$ cat config.mk
export PLATFORM = sky130hd
export DESIGN_NAME = sdm_stream_ctrl
export DESIGN_NICKNAME = d
export VERILOG_FILES = /design/src/rtl/sdm_ctrl_pkg.sv /design/src/rtl/sdm_ctrl_fifo.sv /design/src/rtl/sdm_stream_ctrl.sv
export SDC_FILE = /design/constraint.sdc
export NUM_CORES = 1
export LEC_CHECK = 0
export ABC_AREA = 1
export CORE_MARGIN = 5
export CORE_UTILIZATION = 29
export CTS_BUF_LIST = sky130_fd_sc_hd__clkbuf_8
export CTS_CLUSTER_DIAMETER = 100
export DETAILED_ROUTE_END_ITERATION = 8
export HOLD_SLACK_MARGIN = 0.03
export PLACE_DENSITY = 0.46
export SYNTH_ARGS = -nofsm -noshare
export SYNTH_HDL_FRONTEND = slang
export SYNTH_SLANG_ARGS = --single-unit
$ cat constraint.sdc
create_clock -name clk -period 3.7 [get_ports clk]
set_input_delay 0.74 -clock clk [delete_from_list [all_inputs] [get_ports clk]]
set_output_delay 0.74 -clock clk [all_outputs]
set_load 0.02 [all_outputs]
$ cat src/rtl/sdm_ctrl_pkg.sv
// Shared types and defaults for the SDM stream controller.
// The optional statistics counters are enabled with SDM_CTRL_STATS_EN.
package sdm_ctrl_pkg;

    localparam int DEF_DATA_W         = 16;
    localparam int DEF_OSR            = 64;
    localparam int DEF_FIFO_DEPTH     = 8;
    localparam int DEF_SETTLE_SAMPLES = 4;

    localparam int CNT_W = $clog2(DEF_OSR);
    localparam int PTR_W = $clog2(DEF_FIFO_DEPTH);

    typedef enum logic [1:0] {
        IDLE   = 2'd0,
        WARMUP = 2'd1,
        RUN    = 2'd2,
        DRAIN  = 2'd3
    } state_e;

    // Counter width able to hold 0..n-1, never narrower than one bit.
    function automatic int width_of(input int n);
        return (n <= 2) ? 1 : $clog2(n);
    endfunction

endpackage

$ cat src/rtl/sdm_ctrl_fifo.sv
// Synchronous FIFO for host PCM samples; head word is visible combinationally.
// Pointers wrap naturally because DEPTH is a power of two.
module sdm_ctrl_fifo
    import sdm_ctrl_pkg::*;
#(
    parameter int DATA_W = DEF_DATA_W,
    parameter int DEPTH  = DEF_FIFO_DEPTH
) (
    input  logic                      clk,
    input  logic                      rst_n,
    input  logic                      flush,
    input  logic                      push,
    input  logic [DATA_W-1:0]         wdata,
    input  logic                      pop,
    output logic [DATA_W-1:0]         head,
    output logic                      full,
    output logic                      empty,
    output logic [width_of(DEPTH):0]  count
);

    localparam int PW = width_of(DEPTH);

    logic [DATA_W-1:0] mem_q [DEPTH];
    logic [PW-1:0]     wr_ptr_q;
    logic [PW-1:0]     rd_ptr_q;
    logic [PW:0]       count_q;
    logic              do_push;
    logic              do_pop;

    assign full    = (count_q == (PW+1)'(DEPTH));
    assign empty   = (count_q == '0);
    assign do_push = push && !full;
    assign do_pop  = pop && !empty;
    assign head    = mem_q[rd_ptr_q];
    assign count   = count_q;

    always_ff @(posedge clk or negedge rst_n) begin
        if (!rst_n) begin
            wr_ptr_q <= '0;
            rd_ptr_q <= '0;
            count_q  <= '0;
        end else if (flush) begin
            wr_ptr_q <= '0;
            rd_ptr_q <= '0;
            count_q  <= '0;
        end else begin
            if (do_push) wr_ptr_q <= wr_ptr_q + 1'b1;
            if (do_pop)  rd_ptr_q <= rd_ptr_q + 1'b1;
            case ({do_push, do_pop})
                2'b10:   count_q <= count_q + 1'b1;
                2'b01:   count_q <= count_q - 1'b1;
                default: count_q <= count_q;
            endcase
        end
    end

    // Storage carries no reset; only the pointers define what is valid.
    always_ff @(posedge clk) begin
        if (do_push && !flush) mem_q[wr_ptr_q] <= wdata;
    end

endmodule

$ cat src/rtl/sdm_stream_ctrl.sv
// Sample-rate scheduler and stream buffer between host and the SDM DAC/ADC pair.
// Define SDM_CTRL_STATS_EN to add saturating underrun/overrun event counters.
module sdm_stream_ctrl
    import sdm_ctrl_pkg::*;
#(
    parameter int DATA_W         = DEF_DATA_W,
    parameter int OSR            = DEF_OSR,
    parameter int FIFO_DEPTH     = DEF_FIFO_DEPTH,
    parameter int SETTLE_SAMPLES = DEF_SETTLE_SAMPLES
) (
    input  logic              clk,
    input  logic              rst_n,
    input  logic              enable,
    input  logic              s_valid,
    output logic              s_ready,
    input  logic [DATA_W-1:0] s_data,
    output logic              dac_valid,
    output logic [DATA_W-1:0] dac_audio,
    input  logic              adc_valid,
    input  logic [DATA_W-1:0] adc_audio,
    output logic              m_valid,
    input  logic              m_ready,
    output logic [DATA_W-1:0] m_data,
    output logic              busy,
    output logic              underrun,
    output logic              overrun,
    input  logic              clr_flags
`ifdef SDM_CTRL_STATS_EN
    ,
    output logic [15:0]       underrun_cnt,
    output logic [15:0]       overrun_cnt
`endif
);

    localparam int TICK_W = width_of(OSR);
    localparam int SET_W  = width_of(SETTLE_SAMPLES);
    localparam int AW     = width_of(FIFO_DEPTH);

    state_e              state_q;
    logic [TICK_W-1:0]   cnt_q, cnt_d;
    logic [SET_W-1:0]    settle_q;
    logic                dac_valid_q;
    logic [DATA_W-1:0]   dac_audio_q;
    logic                m_valid_q;
    logic [DATA_W-1:0]   m_data_q;
    logic                underrun_q;
    logic                overrun_q;

    logic                tick;
    logic                push, pop, flush;
    logic                drain_exit;
    logic                under_set, over_set;
    logic                adc_take;
    logic                fifo_full, fifo_empty;
    logic [DATA_W-1:0]   fifo_head;
    logic [AW:0]         fifo_count;

    // Both streams use valid/ready: a transfer happens on a clock edge where
    // valid and ready are both high; valid must not depend on ready.
    always_comb begin
        tick       = (state_q != IDLE) && (cnt_q == TICK_W'(OSR - 1));
        cnt_d      = (state_q == IDLE || tick) ? '0 : cnt_q + 1'b1;
        s_ready    = !fifo_full && (state_q == WARMUP || state_q == RUN);
        push       = s_valid && s_ready;
        drain_exit = (state_q == DRAIN) && !enable && tick && fifo_empty;
        pop        = tick && !fifo_empty && (state_q == RUN || state_q == DRAIN);
        flush      = (state_q == WARMUP) && !enable;
        under_set  = tick && (state_q == RUN) && fifo_empty;
        adc_take   = adc_valid && (state_q == RUN || state_q == DRAIN);
        over_set   = adc_take && m_valid_q && !m_ready;
    end

    sdm_ctrl_fifo #(
        .DATA_W (DATA_W),
        .DEPTH  (FIFO_DEPTH)
    ) u_fifo (
        .clk   (clk),
        .rst_n (rst_n),
        .flush (flush),
        .push  (push),
        .wdata (s_data),
        .pop   (pop),
        .head  (fifo_head),
        .full  (fifo_full),
        .empty (fifo_empty),
        .count (fifo_count)
    );

    always_ff @(posedge clk or negedge rst_n) begin
        if (!rst_n) begin
            state_q     <= IDLE;
            cnt_q       <= '0;
            settle_q    <= '0;
            dac_valid_q <= 1'b0;
            dac_audio_q <= '0;
            m_valid_q   <= 1'b0;
            m_data_q    <= '0;
            underrun_q  <= 1'b0;
            overrun_q   <= 1'b0;
        end else begin
            dac_valid_q <= 1'b0;
            cnt_q       <= cnt_d;
            case (state_q)
                IDLE: begin
                    settle_q <= '0;
                    if (enable) state_q <= WARMUP;
                end
                WARMUP: begin
                    if (tick) begin
                        dac_valid_q <= 1'b1;
                        dac_audio_q <= '0;
                        settle_q    <= settle_q + 1'b1;
                    end
                    if (!enable) begin
                        state_q <= IDLE;
                        cnt_q   <= '0;
                    end else if (tick && settle_q == SET_W'(SETTLE_SAMPLES - 1)) begin
                        state_q <= RUN;
                    end
                end
                RUN: begin
                    if (tick) begin
                        dac_valid_q <= 1'b1;
                        if (!fifo_empty) dac_audio_q <= fifo_head;
                    end
                    if (!enable) state_q <= DRAIN;
                end
                DRAIN: begin
                    // The tick that finds the FIFO empty ends the stream silently.
                    if (tick && !drain_exit) begin
                        dac_valid_q <= 1'b1;
                        if (!fifo_empty) dac_audio_q <= fifo_head;
                    end
                    if (enable) begin
                        state_q <= RUN;
                    end else if (drain_exit) begin
                        state_q <= IDLE;
                        cnt_q   <= '0;
                    end
                end
                default: state_q <= IDLE;
            endcase

            if (adc_take) begin
                m_data_q  <= adc_audio;
                m_valid_q <= 1'b1;
            end else if (m_valid_q && m_ready) begin
                m_valid_q <= 1'b0;
            end

            if (under_set)      underrun_q <= 1'b1;
            else if (clr_flags) underrun_q <= 1'b0;
            if (over_set)       overrun_q  <= 1'b1;
            else if (clr_flags) overrun_q  <= 1'b0;
        end
    end

`ifdef SDM_CTRL_STATS_EN
    logic [15:0] under_cnt_q;
    logic [15:0] over_cnt_q;

    always_ff @(posedge clk or negedge rst_n) begin
        if (!rst_n) begin
            under_cnt_q <= '0;
            over_cnt_q  <= '0;
        end else begin
            if (clr_flags)
                under_cnt_q <= under_set ? 16'd1 : 16'd0;
            else if (under_set && under_cnt_q != 16'hFFFF)
                under_cnt_q <= under_cnt_q + 16'd1;
            if (clr_flags)
                over_cnt_q <= over_set ? 16'd1 : 16'd0;
            else if (over_set && over_cnt_q != 16'hFFFF)
                over_cnt_q <= over_cnt_q + 16'd1;
        end
    end

    assign underrun_cnt = under_cnt_q;
    assign overrun_cnt  = over_cnt_q;
`else
    // Without statistics only the sticky flags report events.
`endif

    assert property (@(posedge clk) disable iff (!rst_n)
        fifo_count <= (AW+1)'(FIFO_DEPTH));

    assign busy      = (state_q != IDLE);
    assign dac_valid = dac_valid_q;
    assign dac_audio = dac_audio_q;
    assign m_valid   = m_valid_q;
    assign m_data    = m_data_q;
    assign underrun  = underrun_q;
    assign overrun   = overrun_q;

endmodule

==> results.toml <==
[outcome]
status = "finished, final reports clean"

[detailed_routing]
drt-met1-wl_um = 9140
maxUsedRoutingLayer = "met4"
drc = 0
ant_nets = 0
wl_per_cell_um = 16.8
dr.pass1.iters = 5
vias_per_cell = 4.69
met3_length_um = 994
met2WireLength_um = 8110
routed_wl_um = 18400
num_vias = 5153
drt_iter0_markers = 448

[finish]
syn2layout_area_growth_pct = 20.7
layout-drive-gt1-share_pct = 10.2
fin_nets = 799
multiInputGateArea_sq_um = 2140
post-route-util_pct = 35.6
fin_area_sq_um = 9260
num-fill-cells = 2522
regArea_sq_um = 5250
antenna_cells = 0

[place]
dp_worst_setup_slack_ps = 1030
gp_congestion = 0.767
hpwl_um = 12500
io_buffer_count = 76
post_dp_cell_area_sq_um = 8820

[grt]
grt_max_degree = 67
grt_pass1_wl_um = 29500
grt_pass1_vias = 5113
grt_use_total_pct = 12.5
grt_overflow_total = 0
antenna_found_initial = 0

[clocking]
cts_buffer_depth = 2
clk_latency_ps = 460
path_clk_slew_ps = 100
ctsResizeCount = 0
cts_sinks = 184
cts_tree = "built"
htreeDepth = 4
postCtsSetupBuffers = 0
numCtsBuffers = 17
holdBufCountCts = 0
cts_root_buf = "clkbuf_8"

[synthesis]
synth_edf_count = 128
ys_ff_latch = 184
ys_seq_area_share_pct = 68.3
syn-mean-instance-area_sq_um = 11.5
synthCells = 669
synth_ff_type = "edfxtp_1"
synthesis.nets = 718
ys_async_sr_fraction_pct = 30.4
ys_types = 38
syn-cell-area_sq_um = 7680
synth_warnings = 0

[worst_setup_path]
path_cells = "inv_1 -> ha_1 -> inv_1 -> a31oi_1 -> clkdlybuf4s50_1"
crit_family = "buffers and inverters"
reg2reg_slack_ps = 1210
worstSetupEndpoint = "s_ready"
r2r-start = "state_q[0]$_DFFE_PN0P_"
critPathLaunch = "state_q[0]$_DFFE_PN0P_"
cpPeakStageDelay_ps = 680
reg2regPathDepth = 8
worst-path-max-fanout = 5
r2r-end = "m_data[4]$_DFFE_PN0P_"
cp.required_ps = 2960
crit_cells = 5
arrival_ps = 2320
crit_slowest_cell = "clkdlybuf4s50_1"
path_class = "flop to output pin"
crit_path_start_kind = "flop"
cp_common_cell = "inv_1"
cp-end-kind = "output pin"
path_buf_inv = 3

[timing]
grt_setup_unrepaired = "false"
tightest_slew_ps = 929
whs_ps = 410
final.setup_skew_ps = 14.4
setup_viol = 0
slew-limit-headroom_pct = 38.1
finalWorstSetupSlack_ps = 637
timing.final.crit_share_pct = 82.8
finalCriticalPeriod_ps = 3060
finalHoldViolCount = 0
fmax_mhz = 326
drv_slew = 0
tns_ps = 0

[pwr]
power.ir.vdd_worst_mv = 0.312
powerDensity_nw_per_um2 = 664
p_leak_uw = 0.00360

[floorplanning]
io_pins = 77
die-area_sq_um = 29800
die_width_um = 173
die_h_um = 173
start_util_pct = 29.5
num_rows = 59
coreArea_sq_um = 26100

[job]
max_cap_viol_count = 0

[min_path]
min-delay-path-class = "primary input to async pin"
==> worst min path at each step <==
stage                                  start                  end  slack (ps)  depth (start not counted)
after floorplan           cnt_q[0]$_DFF_PN0_   cnt_q[0]$_DFF_PN0_         430                          1
after global placement    cnt_q[0]$_DFF_PN0_   cnt_q[0]$_DFF_PN0_         450                          1
after detailed placement  cnt_q[0]$_DFF_PN0_   cnt_q[0]$_DFF_PN0_         450                          1
after CTS                              rst_n   cnt_q[1]$_DFF_PN0_         400                          1
after global routing                   rst_n  dac_valid$_DFF_PN0_         480                          1
final                                  rst_n   cnt_q[1]$_DFF_PN0_         410                          1
==> power breakdown <==
| group | total [uW] | switching (uW) | leakage [uW] | internal [uW] |
|---|---|---|---|---|
| sequential | 2740 | 162 | 0.00187 | 2580 |
| combinational | 1940 | 1200 | 0.00151 | 734 |
| clock | 1480 | 776 | 0.000222 | 700 |
| total | 6160 | 2140 | 0.00360 | 4010 |
==> cell usage after synthesis, types with 2 or more instances <==
cell type    n  area share [%]
inv_1       29             1.4
nor2_1     151             7.4
nor3b_1      2            0.20
buf_6        2            0.29
a21oi_2      5            0.57
edfxtp_1   128              50
a21oi_1     13            0.85
nand3_2      3            0.39
inv_2        8            0.39
o21a_1       2            0.20
o21ai_0     45             2.9
nor2_8       2            0.52
o31ai_1     19             1.9
a211oi_1     2            0.20
o32ai_1     11             1.3
ha_1        10             1.6
nand3_1     15            0.98
nand2_1     96             4.7
dfrtp_1     56              18
mux2i_1      4            0.52
o21ai_1      8            0.52
nand2_2      7            0.57
clkbuf_1    13            0.64
o221ai_1    11             1.3
nor3_1       2            0.13
buf_2       13            0.85
==> area by class of cell <==
type,instances,area share (%)
Tap cell,335,4.52
Sequential cell,184,56.6
Clock buffer,17,2.53
Timing Repair Buffer,91,9.37
Inverter,38,1.55
Multi-Input combinational cell,418,23.1
Clock inverter,15,2.24
==> worst register-to-register path, delay by kind of cell (launching register included) <==
family / cells / cell delay [ps]
flops: 1 / 410
fa+ha+maj: 1 / 210
simple gates: 4 / 1080
buf+inv: 3 / 750
==> cell usage in the layout (no fill, tap or decap), types with 3 or more instances in the layout <==
master,netlist,routed
inv_8,0,4
buf_4,1,15
edfxtp_1,128,128
nor2_1,151,151
a21oi_1,13,13
o221ai_1,11,11
clkbuf_8,0,17
o21ai_1,8,8
clkdlybuf4s50_1,0,75
o31ai_1,19,19
bufinv_16,0,3
dfrtp_1,56,55
nand2_2,7,7
inv_2,8,8
nand3_2,3,3
nand3_1,15,15
a21oi_2,5,5
ha_1,10,10
o32ai_1,11,11
inv_6,0,4
nand2_1,96,96
mux2i_1,4,4
o21ai_0,45,45
inv_1,29,29
==> layer usage <==
layer | global-route usage, % | vias up
met2 | 18.4 | 154
met3 | 2.88 | 15
met4 | 3.50 | 0
li1 | - | 2489
met5 | 0 | -
met1 | 18.5 | 2495
==> flip-flops by register name (all words and copies together) (netlist names), named ones only <==
register / flops
settle_q: 2
dac_valid: 1
u_fifo.count: 4
u_fifo.mem_q: 128
state_q: 1
u_fifo.wr_ptr_q: 3
cnt_q: 6
m_valid: 1
u_fifo.rd_ptr_q: 3
dac_audio: 16
m_data: 16
overrun: 1
underrun: 1
==> per-stage QoR <==
stage | instances | power [uW]
finish | 1098 | 6160
global route | 1098 | 6570
CTS | 1098 | 6260
detailed placement | 1066 | 4760
global placement | 1066 | 4720
floorplan | 669 | 3990
==> cell families after synthesis <==
group,after synthesis,share of synthesized area (%)
and+or+nand+nor,280,15.2
adders and majority gates,10,1.63
AOI/OAI and AO/OA,122,10.3
xor gates and xnor gates,2,0.228
buffers and inverters,67,3.75
DFF,184,68.3
muxes,4,0.522
(Power assumes the default switching activity.)
==> RTL change: new RTL, same flow settings <==
Encoding of `state_e`: now Gray code (2 bits for 4 states).
--- a/src/rtl/sdm_ctrl_pkg.sv
+++ b/src/rtl/sdm_ctrl_pkg.sv
@@ -11,10 +11,10 @@
     localparam int PTR_W = $clog2(DEF_FIFO_DEPTH);
 
     typedef enum logic [1:0] {
-        IDLE   = 2'd0,
-        WARMUP = 2'd1,
-        RUN    = 2'd2,
-        DRAIN  = 2'd3
+        IDLE   = 2'b00,
+        WARMUP = 2'b01,
+        RUN    = 2'b11,
+        DRAIN  = 2'b10
     } state_e;
 
     // Counter width able to hold 0..n-1, never narrower than one bit.
Function: same outputs for any inputs over 10 cycles, from zero or initial values and one cycle with rst_n low; not proved beyond that.
==> RTL change against the original RTL <==
  * Sequential cell count stayed put
  * Sequential share of layout area is 0.084 points lower
  * Non-clock buffer count is 1 higher
  * Routed wire length is 0.56% higher
  * Total power is 3.5% lower
  * Worst setup slack worse by 0.088 ns
  * Design area is 0.15% higher
  * Area after synthesis is 0.49% lower
  * Largest cell class unchanged
==> RTL change: results (changes against the original RTL) <==
Routing
  • Routed vias/inst: 4.69 (about the same)
  • 1st-pass router iterations: 4 (-1)
  • Detailed Route Iter0 Violations: 339 (-24%)
  • Wirelength, routed: 18600 um (+0.56%)
  • Via total after detailed routing: 5038 (-2.2%)

Clock network
  • Root buf cell: clkbuf_8
  • CTS Buffer Depth: 2 (unchanged)

Cells and area
  • Nets: 775 (-3.0%)

Setup path
  • R2R cell count: 13 (+5)
  • CP Max Fanout: 4 (-1)
  • WP data arrival: 2.41 ns (+0.09 ns)
  • Slowest-stage cell, CP: clkdlybuf4s50_1
  • Critical path launch point: state_q[1]
  • Reg-to-Reg End: u_fifo.count[2]

STA
  • Fin Hold WS: 0.209 ns (-0.201 ns)
  • Clock skew: 0.0211 ns (+0.00662 ns)
  • Worst slew margin: 41.3% (+3.2 points)

Pwr
  • P_leak: 3.50 nW (-2.8%)
  • NetSw: 0.00201 W (-6.2%)
  • Seq group: 0.00267 W (-3%)
  • Power density over the cells: 640 nW/um^2 (-3.6%)
  • Worst VDD drop: 313 uV (+0.29%)

Synthesis
  • Post-Synth XOR/XNOR Area: 0.344% (+0.12 points)
  • Syn nets: 694 (-3.3%)
  • Top cells by area, synth: edfxtp_1, dfrtp_1, nor2_1
  • Synth cell count leaders: edfxtp_1, nor2_1, nand2_1
  • Post-synthesis adder-cell area fraction: 1.64% (+0.0080 points)
  • Register area share after synthesis: 68.7% (+0.34 points)
  • Post-synthesis mux area share: 0.917% (+0.40 points)
  • Compound-cell area share of the yosys netlist: 11.1% (+0.79 points)

Placement
  • HPWL after detailed placement: 12300 um (-1.5%)
  • Final Wtd Congestion: 0.780 (+1.6%)
  • Cell Area, Placed: 8830 um^2 (+0.13%)
  • Setup WS pre-CTS: 0.813 ns (-0.220 ns)

Global route
  • Vias in the first global route: 5055 (-1.1%)
  • Largest net degree at the start of global routing: 66 (-1.5%)
  • Total global-route track usage: 12.8% (+0.30 points)
  • Global-route wire length before repair: 28800 um (-2.3%)

Hold path
  • Hold Path Class: input pin to async pin

Status
  • Status: completed
==> RTL change: cell types whose count changed in the layout (fill, tap and decap cells not counted), moves of 6 or more <==
cell | unedited run | this run
o211ai_1 | 1 | 7
o32ai_1 | 11 | 17
o31ai_2 | 0 | 7
o31ai_1 | 19 | 4
o21ai_0 | 45 | 66
nor2_1 | 151 | 109
==> RTL change: metal layers <==
layer  vias up  share of wire, %  track usage (%)
met5         -                 0                0
met4         0              0.79             2.97
met3        13               5.1             3.48
met2       124                49             22.0
met1      2460                45             16.0
li1       2441                 -                -
==> RTL change: area by class of cell <==
type                       instances  area, um^2
fill                            2558       16700
timing repair buffer              92         876
tap                              335         419
multi-input combinational        399        2170
clock buffer                      18         248
sequential                       184        5250
clock inverter                    14         196
inverter                          32         120
==> RTL change: cell families after synthesis <==
logic type | after synthesis
AO/OA/AOI/OAI | 133
XOR/XNOR | 3
adder cells (fa/ha/maj) | 10
buffers and inverters | 62
flip-flops | 184
multiplexers | 7
AND/OR/NAND/NOR | 246
